--- config.mk ---
export PLATFORM = sky130hd
export DESIGN_NAME = result_dispatcher
export DESIGN_NICKNAME = d
export VERILOG_FILES = /design/src/rtl/result_dispatch_pkg.sv /design/src/rtl/result_dispatcher_bus_req_fsm.sv /design/src/rtl/result_dispatcher.sv
export SDC_FILE = /design/constraint.sdc
export NUM_CORES = 1
export LEC_CHECK = 0
export CORE_MARGIN = 2
export CORE_UTILIZATION = 40
export CTS_BUF_LIST = sky130_fd_sc_hd__clkbuf_4 sky130_fd_sc_hd__clkbuf_8
export DETAILED_ROUTE_END_ITERATION = 10
export PLACE_DENSITY = 0.85
export SLEW_MARGIN = 30
export SYNTH_ARGS = -nofsm -noshare
export SYNTH_HDL_FRONTEND = slang
export SYNTH_SLANG_ARGS = --single-unit
--- constraint.sdc ---
create_clock -name clk -period 2.6 [get_ports clk]
set_input_delay 0.26 -clock clk [delete_from_list [all_inputs] [get_ports clk]]
set_output_delay 0.26 -clock clk [all_outputs]
set_load 0.005 [all_outputs]
--- src/rtl/result_dispatch_pkg.sv ---
// result_dispatch_pkg: shared constants and bus FSM encodings for result_dispatcher
// Contents: destination mask bit indices, fixed mask width, stall counter width,
//           bus request FSM state type.
package result_dispatch_pkg;
  localparam int DEST_W       = 3;
  localparam int DEST_INTERIM = 0;
  localparam int DEST_NEIGH   = 1;
  localparam int DEST_BUS     = 2;
  localparam int STALL_W      = 16;
  typedef enum logic [1:0] {
    B_IDLE = 2'd0,
    B_REQ  = 2'd1,
    B_XFER = 2'd2
  } bus_state_e;
endpackage

--- src/rtl/result_dispatcher_bus_req_fsm.sv ---
// bus_req_fsm: request/grant handshake ending in a one-cycle data strobe
// Ports: clk, reset (sync, active-high); start_i begins a request from idle;
//        grant_i arbiter grant (only honoured while requesting);
//        req_o bus request; strobe_o one-cycle data strobe; busy_o transfer outstanding.
module bus_req_fsm
  import result_dispatch_pkg::*;
(
  input  logic clk,
  input  logic reset,
  input  logic start_i,
  input  logic grant_i,
  output logic req_o,
  output logic strobe_o,
  output logic busy_o
);
  bus_state_e state_q;
  logic       req_q;
  logic       strobe_q;
  always_ff @(posedge clk) begin
    if (reset) begin
      state_q  <= B_IDLE;
      req_q    <= 1'b0;
      strobe_q <= 1'b0;
    end else begin
      case (state_q)
        B_IDLE: if (start_i) begin
          state_q <= B_REQ;
          req_q   <= 1'b1;
        end
        B_REQ: if (grant_i) begin
          state_q  <= B_XFER;
          req_q    <= 1'b0;
          strobe_q <= 1'b1;
        end
        B_XFER: begin
          state_q  <= B_IDLE;
          strobe_q <= 1'b0;
        end
        default: begin
          state_q  <= B_IDLE;
          req_q    <= 1'b0;
          strobe_q <= 1'b0;
        end
      endcase
    end
  end
  assign req_o    = req_q;
  assign strobe_o = strobe_q;
  assign busy_o   = state_q != B_IDLE;
endmodule

--- src/rtl/result_dispatcher.sv ---
// result_dispatcher: multicasts each ALU result to interim buffer, neighbour PE and shared bus
// Ports: clk, reset (sync, active-high); in_valid/in_ready/in_data/in_dest/in_addr result input;
//        interim_wr_* one-cycle write port; neigh_valid/neigh_ready/neigh_data neighbour handshake;
//        bus_req/bus_grant/bus_valid/bus_data shared bus master; stall_cnt input stall counter.
// Build option: define RESULT_DISPATCHER_STALL_CNT_EN to build the saturating stall counter;
//        otherwise stall_cnt is tied to 0.
module result_dispatcher
  import result_dispatch_pkg::*;
#(
  parameter int LEN    = 8,
  parameter int ADDR_W = 5
) (
  input  logic               clk,
  input  logic               reset,
  input  logic               in_valid,
  output logic               in_ready,
  input  logic [LEN-1:0]     in_data,
  input  logic [DEST_W-1:0]  in_dest,
  input  logic [ADDR_W-1:0]  in_addr,
  output logic               interim_wr_en,
  output logic [ADDR_W-1:0]  interim_wr_addr,
  output logic [LEN-1:0]     interim_wr_data,
  output logic               neigh_valid,
  input  logic               neigh_ready,
  output logic [LEN-1:0]     neigh_data,
  output logic               bus_req,
  input  logic               bus_grant,
  output logic               bus_valid,
  output logic [LEN-1:0]     bus_data,
  output logic [STALL_W-1:0] stall_cnt
);
  logic              accept;
  logic              bus_pend;
  logic [LEN-1:0]    data_q, data_d;
  logic [ADDR_W-1:0] addr_q, addr_d;
  logic              wr_q, wr_d;
  logic              neigh_q, neigh_d;
  // data_q only moves on accept, and accept needs both paths idle, so it is stable while offered
  always_comb begin
    accept  = in_valid & in_ready;
    data_d  = accept ? in_data : data_q;
    addr_d  = accept ? in_addr : addr_q;
    wr_d    = accept & in_dest[DEST_INTERIM];
    neigh_d = accept ? in_dest[DEST_NEIGH] : neigh_q & ~neigh_ready;
  end
  always_ff @(posedge clk) begin
    if (reset) begin
      data_q  <= '0;
      addr_q  <= '0;
      wr_q    <= 1'b0;
      neigh_q <= 1'b0;
    end else begin
      data_q  <= data_d;
      addr_q  <= addr_d;
      wr_q    <= wr_d;
      neigh_q <= neigh_d;
    end
  end
  bus_req_fsm u_bus (
    .clk      (clk),
    .reset    (reset),
    .start_i  (accept & in_dest[DEST_BUS]),
    .grant_i  (bus_grant),
    .req_o    (bus_req),
    .strobe_o (bus_valid),
    .busy_o   (bus_pend)
  );
  assign in_ready        = ~neigh_q & ~bus_pend;
  assign interim_wr_en   = wr_q;
  assign interim_wr_addr = addr_q;
  assign interim_wr_data = data_q;
  assign neigh_valid     = neigh_q;
  assign neigh_data      = data_q;
  assign bus_data        = data_q;
`ifdef RESULT_DISPATCHER_STALL_CNT_EN
  logic [STALL_W-1:0] stall_q;
  always_ff @(posedge clk) begin
    if (reset) stall_q <= '0;
    else if (in_valid & ~in_ready & ~&stall_q) stall_q <= stall_q + STALL_W'(1);
  end
  assign stall_cnt = stall_q;
`else
  assign stall_cnt = '0;
`endif
endmodule
==> key figures <==
Clocking
  – Clock buffer depth: 2
  – CTS tree: yes
  – CTS Buf Count: 3
  – Clk_lat worst skew: 0.30 ns
  – Setup bufs post-CTS: 0
  – H-tree depth: 1
  – Hold_buf cts: 0
  – Worst-path clk slew: 0.11 ns
  – CTS resizes: 0
  – Clock sink count: 19
  – CTS root buf: clkbuf_4

Timing
  – Final setup viols: 0
  – Setup Skew: 0.00371 ns
  – Period utilization: 64.4%
  – Fmax: 597 MHz
  – RSZ-0062 raised after global routing: false
  – Slew Limit Fails: 0
  – Min Hold Slack: 0.492 ns
  – Tmin final: 1.67 ns
  – Final Hold Viols: 0
  – Setup_tns: 0 ns

Logic synthesis
  – Post-synth EDFFs: 0
  – Ys Warns: 0
  – Yosys top cell area share: 35.3%
  – Post-synth top area cell: dfxtp_1
  – Main synth FF type: dfxtp_1
  – Commonest cells post-synth: 32 x buf_4, 28 x nand2b_1, 19 x dfxtp_1, 13 x mux2i_1
  – Ys async rst share: 0%
  – Unique masters post-synth: 20
  – Post-Syn Area: 0.00108 sq mm
  – Synth Register Bits: 19
  – Register area share after synthesis: 35.3%
  – Avg Inst Size Synth: 9.62 sq um
  – Synth area leaders: dfxtp_1 35%, buf_4 22%, nand2b_1 16%
  – Count leader, synth: buf_4
  – Synth Instances: 112

Cells and area
  – Fin nets: 173
  – Fillcell total: 243
  – Layout cell share with drive strength beyond 1: 5.96%
  – Sequential cell area: 380 sq um
  – Area of the multi-input gates: 483 sq um
  – Layout overhead on the synthesized area: 38.3%
  – Antenna Cells: 0

Floorplan
  – Die width: 55.9 um
  – FP Rows: 18
  – Die H: 55.9 um
  – Top Ports: 71
  – Core area: 0.00252 sq mm
  – Initial core utilization: 42.7%
  – Die area: 0.00312 sq mm

Setup path
  – Worst reg2reg setup slack: 1.35 ns
  – Critical path cell sequence: nor3_1 > clkdlybuf4s50_1
  – Worst reg2reg endpoint: interim_wr_addr[0]
  – Worst r2r src: u_bus.state_q[1]
  – Crit-path max FO: 7
  – Delay of the slowest cell on the worst path: 0.52 ns
  – Worst Setup Start Kind: flip-flop
  – CP required: 2.34 ns
  – Setup crit end kind: output port
  – Crit Path Category: reg -> out
  – Critical path arrival: 1.41 ns
  – Slowest CP cell: clkdlybuf4s50_1
  – Register-to-Register Path Depth: 3

Power and ir drop
  – PwrDens: 452 mW/mm^2
  – Worst ir drop on vdd: 345 uV
  – Leakage: 0.000586 uW

Global routing
  – Vias in the first global route: 728
  – First-pass GRT wire length: 3.24 mm
  – GRT overflow: 0
  – Largest net degree at the start of global routing: 21
  – Overall routing resource usage: 13.1%
  – Initial antenna violation count: 0

Hold path
  – Hold_sp: interim_wr_addr[1]
  – Hold WC Path Type: reg -> reg
  – Hold depth: 2
  – Hold path endpoint: interim_wr_addr[1]

Route
  – Via count: 811
  – Average wire per standard cell: 11.5 um
  – DRC violations left: 0
  – Antenna Nets Post-Route: 0
  – Starting DRT DRC Count: 11
  – Vias per std cell: 4.48
  – Detailed Routing Iterations Pass 1: 4
  – WL final: 2.09 mm

Placed design
  – Final Wtd Congestion: 0.697
  – Detailed placement HPWL: 1.61 mm
  – Port bufs: 54

Job
  – Total of max-cap violations: 0

Outcome
  – Status: finished clean
-- worst max path at each step --
stage	from	endpoint	slack (ns)	cells after the start
floorplan	u_bus.state_q[1]	bus_data[0]	1.38	3
global placement	reset	u_bus.state_q[0]	1.06	3
detailed placement	reset	interim_wr_addr[1]	1.00	4
CTS	u_bus.state_q[1]	in_ready	0.90	2
global route	u_bus.state_q[1]	in_ready	0.86	2
finish	u_bus.state_q[1]	in_ready	0.93	2
-- power breakdown --
part | internal [uW] | switching (uW) | leakage (uW)
clock | 70.2 | 89.9 | 0.0000184
sequential | 312 | 18.3 | 0.000156
combinational | 125 | 58.6 | 0.000412
-- worst max-delay path: cells and delay by family (launching register included) --
family	cells	cell delay, ns
buf+inv	1	0.52
flops	1	0.39
simple gates	1	0.20
-- cells by family (layout without fill, tap and decap cells) --
logic type	Yosys count	after routing	share of synthesized area, %
other	1	16	0.348
buffers and inverters	37	61	25.1
AO/OA/AOI/OAI	5	5	3.02
multiplexers	13	13	12.1
AND/OR/NAND/NOR	37	37	24.2
flip-flops	19	19	35.3
-- layout make-up --
type | instances | area share (%)
Timing Repair Buffer | 56 | 37.3
Clock buffer | 4 | 2.02
Sequential cell | 19 | 25.5
Inverter | 1 | 0.252
Tap cell | 30 | 2.52
Multi-Input combinational cell | 71 | 32.4
-- cell usage in the layout, fill, tap and decap left out --
cell,n
clkdlybuf4s50_1,54
nand2b_1,28
dfxtp_1,19
conb_1,16
mux2i_1,13
clkbuf_4,4
nor3_1,3
buf_4,2
nor4b_4,1
or4b_4,1
or4b_1,1
o21ai_1,1
nor3b_2,1
inv_1,1
o32ai_1,1
nand2_1,1
o21ai_0,1
nor2b_1,1
o2bb2ai_1,1
a21oi_1,1
-- registers in the layout, summed over array words and instances, names as in the netlist --
| register | count |
|---|---|
| interim_wr_addr | 5 |
| u_bus.state_q | 2 |
| interim_wr_en | 1 |
| u_bus.strobe_o | 1 |
| u_bus.req_o | 1 |
| neigh_valid | 1 |
| bus_data | 8 |
-- routing by layer --
layer,part of all wire [%],vias up,global-route usage (%)
met3,7.3,4,3.26
li1,-,395,-
met4,1.9,0,8.16
met5,0,-,0
met1,39,369,14.8
met2,51,43,21.9
-- per-stage QoR --
step                instances  cell area (sq um)  power, uW  setup WS, ns  util, %
global route              181               1490        710         0.855     59.1
CTS                       181               1490        684         0.897     59.1
floorplan                 127               1130        446          1.38        -
detailed placement        177               1460        522          1.00     57.9
global placement          177               1460        517          1.06     57.9
finish                    181               1490        674         0.926     59.1
No activity file was read; power rests on OpenSTA's default activity.
